`src/rtl/regfile_wb_arbiter_pkg.sv`:
```
// regfile_wb_arbiter_pkg
// Shared constants for the register-file writeback arbiter: default widths,
// requester count, requester index names and the INIT/RUN state encoding.
package regfile_wb_arbiter_pkg;

  localparam int AW   = 5;
  localparam int DW   = 32;
  localparam int NREQ = 3;

  // Requester slots on the writeback port
  localparam int REQ_ALU   = 0;
  localparam int REQ_LOAD  = 1;
  localparam int REQ_DEBUG = 2;

  typedef enum logic {
    ST_INIT = 1'b0,
    ST_RUN  = 1'b1
  } wb_state_t;

endpackage

```
`src/rtl/regfile_wb_arbiter_rr.sv`:
```
// rr_arbiter
// Round-robin picker. Scans the request vector starting at ptr, wrapping
// modulo NREQ, and grants the first asserted request.
// Ports:
//   req         - request vector, one bit per requester
//   ptr         - index where the scan starts (always < NREQ)
//   grant       - one-hot grant, zero when nothing requests
//   grant_idx   - index of the granted requester
//   grant_valid - high when any request was granted
module rr_arbiter #(
  parameter int NREQ = 3,
  parameter int PW   = 2
) (
  input  logic [NREQ-1:0] req,
  input  logic [PW-1:0]   ptr,
  output logic [NREQ-1:0] grant,
  output logic [PW-1:0]   grant_idx,
  output logic            grant_valid
);

  int idx;

  always_comb begin
    grant       = '0;
    grant_idx   = '0;
    grant_valid = 1'b0;
    idx         = 0;
    for (int k = 0; k < NREQ; k++) begin
      idx = (int'(ptr) + k) % NREQ;
      if (!grant_valid && req[idx]) begin
        grant[idx]  = 1'b1;
        grant_idx   = PW'(idx);
        grant_valid = 1'b1;
      end
    end
  end

endmodule

```
`src/rtl/regfile_wb_arbiter.sv`:
```
// regfile_wb_arbiter
// Arbitrates several writeback requesters onto a single register-file write
// port. After reset it sweeps addresses 1..2^AW-1 writing zero, then grants
// requesters round-robin and forwards each accepted write one cycle later.
// Writes to address 0 complete the handshake but are suppressed and counted.
// Ports:
//   clk, reset  - clock and synchronous active-high reset
//   req_valid   - per-requester write pending
//   req_waddr   - packed per-requester addresses, [i*AW +: AW]
//   req_wdata   - packed per-requester data, [i*DW +: DW]
//   req_ready   - one-hot grant for this cycle (zero in INIT / reset)
//   reg_wr      - register-file write enable
//   waddr       - register-file write address
//   wdata       - register-file write data
//   init_done   - clear sweep finished
//   grant_id    - index of the last accepted requester
//   x0_drops    - saturating count of suppressed address-0 writes
module regfile_wb_arbiter
  import regfile_wb_arbiter_pkg::*;
#(
  parameter int NREQ = regfile_wb_arbiter_pkg::NREQ,
  parameter int AW   = regfile_wb_arbiter_pkg::AW,
  parameter int DW   = regfile_wb_arbiter_pkg::DW
) (
  input  logic              clk,
  input  logic              reset,
  input  logic [NREQ-1:0]   req_valid,
  input  logic [NREQ*AW-1:0] req_waddr,
  input  logic [NREQ*DW-1:0] req_wdata,
  output logic [NREQ-1:0]   req_ready,
  output logic              reg_wr,
  output logic [AW-1:0]     waddr,
  output logic [DW-1:0]     wdata,
  output logic              init_done,
  output logic [1:0]        grant_id,
  output logic [7:0]        x0_drops
);

  localparam int PW = (NREQ > 1) ? $clog2(NREQ) : 1;
  localparam logic [AW-1:0] SWEEP_LAST = {AW{1'b1}};
  localparam logic [PW-1:0] PTR_LAST   = PW'(NREQ - 1);

  wb_state_t       state, state_next;
  logic [AW-1:0]   sweep_cnt;
  logic [PW-1:0]   rr_ptr;
  logic            wr_q;

  logic [NREQ-1:0] grant;
  logic [PW-1:0]   grant_idx;
  logic            grant_valid;
  logic            transfer;
  logic [AW-1:0]   acc_addr;
  logic [DW-1:0]   acc_data;

  rr_arbiter #(
    .NREQ (NREQ),
    .PW   (PW)
  ) u_rr (
    .req         (req_valid),
    .ptr         (rr_ptr),
    .grant       (grant),
    .grant_idx   (grant_idx),
    .grant_valid (grant_valid)
  );

  assign acc_addr = req_waddr[int'(grant_idx)*AW +: AW];
  assign acc_data = req_wdata[int'(grant_idx)*DW +: DW];

  // Masking with reset drops a registered write that is still on the port
  // when reset arrives, so it never lands in the register file.
  assign reg_wr = wr_q & ~reset;

  always_ff @(posedge clk) begin
    if (reset) begin
      state <= ST_INIT;
    end else begin
      state <= state_next;
    end
  end

  always_comb begin
    state_next = state;
    req_ready  = '0;
    transfer   = 1'b0;
    case (state)
      ST_INIT: begin
        if (sweep_cnt == SWEEP_LAST) begin
          state_next = ST_RUN;
        end
      end
      ST_RUN: begin
        if (!reset) begin
          req_ready = grant;
          transfer  = grant_valid;
        end
      end
      default: state_next = ST_INIT;
    endcase
  end

  always_ff @(posedge clk) begin
    if (reset) begin
      sweep_cnt <= AW'(1);
      rr_ptr    <= '0;
      wr_q      <= 1'b0;
      waddr     <= '0;
      wdata     <= '0;
      init_done <= 1'b0;
      grant_id  <= '0;
      x0_drops  <= '0;
    end else if (state == ST_INIT) begin
      wr_q      <= 1'b1;
      waddr     <= sweep_cnt;
      wdata     <= '0;
      sweep_cnt <= sweep_cnt + AW'(1);
      if (sweep_cnt == SWEEP_LAST) begin
        init_done <= 1'b1;
      end
    end else begin
      wr_q <= 1'b0;
      if (transfer) begin
        waddr    <= acc_addr;
        wdata    <= acc_data;
        grant_id <= 2'(grant_idx);
        rr_ptr   <= (grant_idx == PTR_LAST) ? '0 : grant_idx + PW'(1);
        // Address 0 is hardwired in the register file: accept, but never write.
        if (acc_addr == '0) begin
          if (x0_drops != 8'hFF) begin
            x0_drops <= x0_drops + 8'd1;
          end
        end else begin
          wr_q <= 1'b1;
        end
      end
    end
  end

endmodule

```
`config.mk`:
```
export PLATFORM = sky130hd
export DESIGN_NAME = regfile_wb_arbiter
export DESIGN_NICKNAME = d
export VERILOG_FILES = /design/src/rtl/regfile_wb_arbiter_pkg.sv /design/src/rtl/regfile_wb_arbiter_rr.sv /design/src/rtl/regfile_wb_arbiter.sv
export SDC_FILE = /design/constraint.sdc
export NUM_CORES = 1
export LEC_CHECK = 0
export ABC_AREA = 1
export BUFFER_PORTS_ARGS = -buffer_cell sky130_fd_sc_hd__buf_2
export CAP_MARGIN = 20
export CELL_PAD_IN_SITES_DETAIL_PLACEMENT = 0
export CELL_PAD_IN_SITES_GLOBAL_PLACEMENT = 2
export CORE_UTILIZATION = 23
export CTS_CLUSTER_DIAMETER = 200
export DETAILED_ROUTE_END_ITERATION = 6
export PLACE_DENSITY_LB_ADDON = 0.1
export SLEW_MARGIN = 20
export SYNTH_ARGS = -nofsm -noshare
export SYNTH_HDL_FRONTEND = slang
export SYNTH_SLANG_ARGS = --single-unit
```
`constraint.sdc`:
```
create_clock -name clk -period 2.7 [get_ports clk]
set_input_delay 0.405 -clock clk [delete_from_list [all_inputs] [get_ports clk]]
set_output_delay 0.405 -clock clk [all_outputs]
set_load 0.03 [all_outputs]
```
* Word-level counts from Yosys, hierarchy flattened *
Index checks and enable logic that the tools add are counted.

word-level totals
  logic and storage cells = 83
  output and inout port bits = 52
  input port bits = 116
  register bits = 57

cells by class
  $add $sub $neg = 5
  div/mod/pow operators = 3
  reductions and logical operators = 12
  multiplexer cells = 36
  bitwise logic cells = 5
  shift-type cells = 2
  multiply operators = 1
  order comparisons = 6
  equal/unequal tests = 4

operator list
  operator                 count
  $ge A32 B1 Y1 const B    3
  $lt A32 B4 Y1 const B    3
  $shiftx A96 B8 Y32       1
  $mod A32 B3 Y32 const B  2
  $mod A3 B3 Y32 const B   1
  $mux W1                  19
  $mux W3                  5
  $shiftx A15 B6 Y5        1
  $mux W5                  2
  $add A8 B1 Y8 const B    1
  $mux W2                  4
  $ne A8 B8 Y1 const B     1
  $bmux W1 S2              3
  $demux W1 S2             3
  $or A3 B3 Y3             2
  $add A5 B1 Y5 const B    1
  $eq A5 B5 Y1 const B     1
  $logic_and A1 B1 Y1      5
  $logic_not A5 Y1         1
  $mul A2 B3 Y5 const B    1
  $reduce_and A2 Y1        2
  $reduce_and A4 Y1        1
  $add A2 B1 Y3 const B    1
  $add A2 B2 Y3 const B    1
  other kinds (7)          9

* Logic depth before layout (Yosys ltp) *
Gate-level depths: netlist of run 1.

  word-level depth = 17
  depth in mapped cells = 20
  depth with buffers taken out = 19

* Cells and area by module *
Synthesis of run 1 repeated with hierarchy kept, for this count alone.

second synthesis, totals
  cell total of the unflattened synthesis = 465
  area, all modules = 3,235.6 um^2

modules (own cells, without submodules)
  module              seq. area each (um^2)  area an instance (um^2)  cells an instance  times used
  regfile_wb_arbiter  1,141.1                2,915.3                  404                1
  rr_arbiter          0.0                    320.3                    61                 1

* Worst setup path before layout of run 1 *
Ideal clock, no wire load.

  path kind = register -> register
  start = register rr_ptr[0]
  end = register x0_drops[4]
  path buffers = 1
  library setup time = 110 ps
  arrival = 2,198 ps
  clock period less this slack = 2,308 ps
  data required time = 2,590 ps
  stages on the path, launching flop included = 20
  slack = 392 ps
  cell sequence = dfxtp_1 -> inv_1 -> ha_1 -> inv_2 -> nand2_1 -> nand3_1 -> nand2_2 -> nand2_4 -> nand2_1 -> nand2_4 -> nand2_2 -> buf_6 -> nand2_2 -> nand3_1 -> nand2_2 -> nand3_2 -> nor2_4 -> nand4_1 -> nand2_1 -> nor2_1

on the way
  word-level cells in the longest chain between the ends = 15
  elaborated cells between the ends (all ways) = 30
  those cells by class = add/sub: 2; mul: 1; div: 3; shift: 1; mux: 17; reduce/logical: 6

RTL lines
  element                                                   line                       text
  start, declared                                           regfile_wb_arbiter.sv:45   logic [PW-1:0] rr_ptr;
  start signal, assigned                                    regfile_wb_arbiter.sv:125  rr_ptr <= (grant_idx == PTR_LAST) ? '0 : grant_idx + PW'(1);
  branches (longest 14 deep; another with $mod A32 B3 Y32)  n/a
  $reduce_and A4 Y1 (no line) (*)                           n/a
  end signal, assigned                                      regfile_wb_arbiter.sv:129  x0_drops <= x0_drops + 8'd1;
  end, declared                                             regfile_wb_arbiter.sv:36   output logic [7:0] x0_drops

Every way passes the cells marked *. The select of a mux whose other input is x is not followed.
A chain may end at the register's enable or synchronous reset.

* Worst setup path in the final report of run 1 *
  start = register rr_ptr[0]
  end = register wdata[20]

on the way
  word-level cells in the longest chain between the ends = 13
  elaborated cells between the ends (all ways) = 27
  those cells by class = add/sub: 2; div: 3; shift: 1; mux: 17; reduce/logical: 4

RTL lines
  element                                                   line                       text
  branches (longest 13 deep; another with $mod A32 B3 Y32)  n/a
  end signal, assigned                                      regfile_wb_arbiter.sv:123  wdata <= acc_data;
  end, declared                                             regfile_wb_arbiter.sv:33   output logic [DW-1:0] wdata,

Several ways; the timed one is not identified. The select of a mux whose other input is x is not followed.

==> results of run 1 <==
## state kept, by name (all words and copies together), names as in the netlist
signal     cells
state          1
wr_q           1
waddr          5
x0_drops       8
grant_id       2
init_done      1
sweep_cnt      5
rr_ptr         2
wdata         32
## final timing paths
path	from	to	slack (ns)	depth (start not counted)
setup / recovery	rr_ptr[0]$_SDFFE_PP0P_	wdata[20]$_SDFFE_PP0P_	0.21	17
hold / removal	req_wdata[84]	wdata[20]$_SDFFE_PP0P_	0.41	5
setup reg to reg	rr_ptr[0]$_SDFFE_PP0P_	wdata[20]$_SDFFE_PP0P_	0.21	17
hold reg to reg	init_done$_SDFFE_PP0P_	init_done$_SDFFE_PP0P_	0.46	2
## kinds of logic after synthesis
group / count (synthesis) / share of synthesized area
xor gates and xnor gates: 1 / 0.00244
adders and majority gates: 7 / 0.0244
DFF: 57 / 0.318
buffers and inverters: 105 / 0.117
and+or+nand+nor: 293 / 0.381
AOI/OAI and AO/OA: 89 / 0.157
## per-layer routing
layer | routed length [µm] | GRT usage | vias to the layer above
li1 | - | - | 2143
met2 | 6490 | 0.284 | 147
met5 | 0 | 0 | -
met4 | 104 | 0.0448 | 0
met1 | 6140 | 0.208 | 1871
met3 | 972 | 0.0599 | 9
## tightest hold or removal path: cells and delay by family
kind	cells	cell delay, ns
buffers and inverters	2	0.12
and+or+nand+nor	2	0.11
AOI/OAI and AO/OA	1	0.08
## cells in the final DEF (no fill, tap or decap), types with 6 or more instances in the layout
cell type / n
a21oi_1: 10
buf_2: 167
buf_4: 16
clkbuf_16: 9
dfxtp_1: 56
inv_1: 68
nand2_1: 133
nand2_2: 10
nand2_4: 6
nand3_1: 59
nand3_2: 6
nand4_1: 15
nor2_1: 50
nor3_1: 6
o211ai_1: 32
o21ai_0: 32
o21ai_1: 6
## synth_stat cells (all sizes together) (4+ instances only)
cell,instances
nand2,149
inv,76
nand3,65
dfxtp,57
nor2,56
o21ai,39
o211ai,32
clkbuf,20
nand4,16
a21oi,11
buf,9
ha,7
nor3,6
a31oi,4
## cell type report
type / count / area [µm²]
Inverter: 76 / 295
Fill cell: 1711 / 10200
Clock inverter: 6 / 57.6
Multi-Input combinational cell: 390 / 2050
Clock buffer: 10 / 239
Antenna cell: 2 / 5.00
Timing Repair Buffer: 186 / 1020
Sequential cell: 57 / 1140
Tap cell: 188 / 235
## per-stage QoR
step                utilization  hold slack, ns  std cells  setup TNS (ns)
floorplan                     -           0.443        552               0
global placement          0.307           0.446        893               0
detailed placement        0.307           0.455        893         -0.0558
CTS                       0.329           0.389        912               0
global route              0.331           0.410        914               0
finish                    0.332           0.406        915               0
## power groups by stage
stage          clock (mW)  combinational (mW)  sequential [mW]
5_1_grt              1.24               0.326            0.860
2_1_floorplan           0               0.145            0.883
3_3_place_gp            0               0.294            0.877
4_1_cts              1.21               0.295            0.859
6_report             1.16               0.295            0.859
3_5_place_dp            0               0.290            0.877
## repair_timing
action,in CTS,in global routing
setup buffers,3,1
resized for setup,1,11
pin swaps,2,3
setup endpoints to repair,15,43
==> impl_metrics.tcl, run 1 <==
set metrics [dict create \
    switching_share 0.263 \
    postLayoutSetupSlackWorst_ns 0.207 \
    antenna_left 0 \
    cts_root_buffer "clkbuf_16" \
    die_h_um 127 \
    synth-edff-count 0 \
    syn_inst 552 \
    cpMostUsedCell "nand2_1" \
    insertion_delay_ns 0.33 \
    crit_path_cell_trace "inv_1 -> ha_2 -> inv_4 -> nand2_1 -> nand3_1 -> nand2_2 -> nand2_4 -> nand2_1 -> nand2_1 -> nand2_4 -> buf_4 -> nor2_8 -> buf_4 -> o21ai_0 -> o211ai_1 -> nand2_1 -> inv_1" \
    crit_fanout 11 \
    ys_seq_area_frac 0.318 \
    final_max_slew_viol_count 0 \
    power_frac_seq 0.372 \
    comb_power_share 0.128 \
    ctsHtreeMaxLevel 3 \
    die_area_um2 16100 \
    setup_viol 0 \
    via_per_inst 4.56 \
    critical_path_class "flop to flop" \
    p_sw_uw 608 \
    async_flop_share 0 \
    critPathArrivalTime_ns 2.78 \
    rows 45 \
    critPathBufInv 5 \
    grt_overflow_total 0 \
    clock_skew_ns 0.00519 \
    synth_cell_types 32 \
    total_power_mw 2.31 \
    synthesis.nets 675 \
    rsz0062_at_grt "no" \
    crit_slowest_cell "dfxtp_2" \
    core-area_um2 15200 \
    start_kind "flop" \
    hold_viol 0 \
    die_x_um 127 \
    post-route-period-util 0.923 \
    syn2layout_area_growth_pct 40.6 \
    finalNetCount 843 \
    antenna_found_initial 2 \
    routedWlPerCell_um 15.0 \
    slowest_delay_ns 0.35 \
    peakVddDrop_uv 258 \
    pre_cts_slack_ns -0.0139 \
    grt_pass1_vias 4042 \
    powerDensity_nw_per_um2 459 \
    post-route-min-period_ns 2.49 \
    drv_cap 0 \
    via_count 4170 \
    drtIter0Drc 197 \
    synth_area_leaders "dfxtp_1 (32%), nand2_1 (14%), nand3_1 (8.2%)" \
    gp_congestion 0.788 \
    clockBufferDepth 2 \
    cp.required_ns 2.98 \
    start_util 0.236 \
    grt_pass1_wl_mm 21.0 \
    routed_wl_mm 13.7 \
    tightest_slew_ns 0.586 \
    yosysWarnings 0 \
    port_buffers 167 \
    clock-sinks 57 \
    p_clk_frac 0.501 \
    cts_tree "yes" \
    slew_headroom 0.608 \
    io_pins 168 \
    status "complete, no violations" \
    hold_path_class "input pin to flop" \
    grt_max_degree 39 \
    cpLargestDelayFamily "simple AND/OR/NAND/NOR gates" \
    ys.flop_type "dfxtp_1" \
    syn_area_per_cell_um2 6.49 \
    fin_area_um2 5040 \
    synth_top_area_share 0.318 \
    postCtsHoldBufs 0 \
    cts_made_buffers 9 \
    grt_usage 0.171 \
    yosys_register_bits 57 \
    setup.worst_path.end_class "flop" \
    cts.clk_slew.worst_paths_ns 0.05 \
    drc 0 \
    fmax_mhz 401 \
    post_dp_cell_area_um2 4670 \
    yosys.area.top_type "dfxtp_1" \
    synth_area_um2 3580 \
    leakagePower_nw 2.53 \
    internal_power_mw 1.70 \
    dp_hpwl_mm 9.75 \
    dr.pass1.iters 4 \
    layout-drive-gt1-share 0.337 \
]
Power figures use the tool's default switching activity.
==> run 2, diff against run 1 <==
--- a/config.mk
+++ b/config.mk
@@ -10,6 +10,7 @@
 export CAP_MARGIN = 20
 export CELL_PAD_IN_SITES_DETAIL_PLACEMENT = 0
 export CELL_PAD_IN_SITES_GLOBAL_PLACEMENT = 2
+export CORE_MARGIN = 2
 export CORE_UTILIZATION = 23
 export CTS_CLUSTER_DIAMETER = 200
 export DETAILED_ROUTE_END_ITERATION = 6
==> impl_metrics.tcl, run 2 (same netlist as run 1, synthesis figures left out) <==
set metrics [dict create \
    drc 0 \
    port_buffers 167 \
    insertion_delay_ns 0.34 \
    syn2layout_area_growth_pct 41.4 \
    leakagePower_nw 2.53 \
    dp_hpwl_mm 9.46 \
    finalNetCount 842 \
    antenna_left 0 \
    critPathArrivalTime_ns 2.05 \
    tightest_slew_ns 0.593 \
    fmax_mhz 407 \
    dr.pass1.iters 4 \
    peakVddDrop_uv 314 \
    grt_overflow_total 0 \
    critPathLaunch "rr_ptr[0]$_SDFFE_PP0P_" \
    fin_area_um2 5070 \
    grt_pass1_wl_mm 21.2 \
    cp.required_ns 2.30 \
    layout_commonest_cell "buf_2" \
    min-delay-start "req_wdata[88]" \
    crit_fanout 5 \
    antenna_found_initial 1 \
    final_max_slew_viol_count 0 \
    diodes 0 \
    start_kind "flop" \
    final_cell_mix "buf_2 (167), nand2_1 (133), inv_1 (68), nand3_1 (59), dfxtp_1 (55)" \
    io_pins 168 \
    status "complete, no violations" \
    grt_usage 0.166 \
    powerDensity_nw_per_um2 477 \
    cts_tree "yes" \
    setup_viol 0 \
    biggestRegsByFlops "wdata (32), x0_drops (8)" \
    post_dp_cell_area_um2 4620 \
    regMostFlops "wdata" \
    start_util 0.236 \
    rows 45 \
    instances_no_fill 912 \
    hold_viol 0 \
    drtIter0Drc 173 \
    reg2reg_from "rr_ptr[1]$_SDFFE_PP0P_" \
    via_count 4148 \
    ctsHtreeMaxLevel 3 \
    clock_skew_ns 0.00733 \
    cts_made_buffers 9 \
    hold_path_class "input pin to flop" \
    setup.worst_path.end_class "output pin" \
    layout-drive-gt1-share 0.338 \
    via_per_inst 4.55 \
    die_h_um 129 \
    largest_reg_flops 32 \
    routed_wl_mm 13.6 \
    grt_pass1_vias 4063 \
    clock-sinks 57 \
    placedCellCount 889 \
    clockBufferDepth 2 \
    routedWlPerCell_um 14.9 \
    cts.clk_slew.worst_paths_ns 0.06 \
    post-route-period-util 0.910 \
    final_core_util 0.333 \
    die_area_um2 16600 \
    grt_max_degree 35 \
    die_x_um 129 \
    critical_path_class "flop to output pin" \
    rsz0062_at_grt "no" \
    slew_headroom 0.603 \
    core-area_um2 15200 \
    cts_root_buffer "clkbuf_16" \
    drv_cap 0 \
    gp_congestion 0.813 \
    post-route-min-period_ns 2.46 \
]
## run 2: cell types whose count changed in the layout (fill, tap and decap cells not counted), sizes merged
| cell | before | now |
|---|---|---|
| buf | 186 | 184 |
| clkinv | 4 | 2 |
| diode | 2 | 0 |
| inv | 76 | 78 |
| bufinv | 1 | 2 |
| clkbuf | 10 | 9 |
| nor2 | 56 | 57 |
## run 2: layer usage
metal,wire [µm],share of wire,track usage
met1,6060,0.44,0.209
met2,6440,0.47,0.272
met3,926,0.068,0.0466
met4,184,0.014,0.0550
met5,13,0.00095,0
## run 2: worst paths after layout
check             cells past startpoint  slack, ns                       end
setup / recovery                      8       0.24              req_ready[2]
hold / removal                        5       0.40    wdata[24]$_SDFFE_PP0P_
setup reg to reg                     18       0.29  x0_drops[6]$_SDFFE_PP0P_
hold reg to reg                       2       0.46    init_done$_SDFFE_PP0P_
## run 2: area by class of cell
class                      count  area (µm²)
clock buffer                   9         225
clock inverter                 7         103
fill                        1678       10100
sequential                    57        1140
timing repair buffer         184         992
tap                          188         235
multi-input combinational    391        2080
inverter                      76         293
## run 2: timing repair
| action | 4_1_cts | 5_1_grt |
|---|---|---|
| buffers inserted | 4 | 2 |
| cloned | 1 | 0 |
| endpoints found under the setup margin | 21 | 42 |
| pin swaps | 2 | 2 |
| gates resized for setup | 0 | 14 |
| hold buffers | 0 | 0 |
## run 2: per-stage QoR
stage	worst slack (ns)	setup TNS [ns]	power, mW	hold WS [ns]
final	0.243	0	2.42	0.402
after global routing	0.0137	0	2.52	0.421
after CTS	0.0133	0	2.46	0.393
after detailed placement	-0.0271	-0.0918	1.16	0.458
after global placement	0.0153	0	1.17	0.443
after floorplan	0.392	0	1.03	0.443
## run 2: power breakdown
| group | leakage (nW) | switching, mW | total, mW | internal (mW) |
|---|---|---|---|---|
| combinational | 1.91 | 0.176 | 0.293 | 0.118 |
| sequential | 0.462 | 0.00662 | 0.858 | 0.852 |
| clock | 0.157 | 0.448 | 1.26 | 0.817 |
## run 2: worst max-delay path, stage by stage (launching register included)
cell and delay, ns:
dfxtp_2 0.35, inv_1 0.09, ha_4 0.27, inv_2 0.11
nand3_1 0.13, nand2_1 0.15, nand4_1 0.21, a21oi_1 0.20
buf_2 0.21
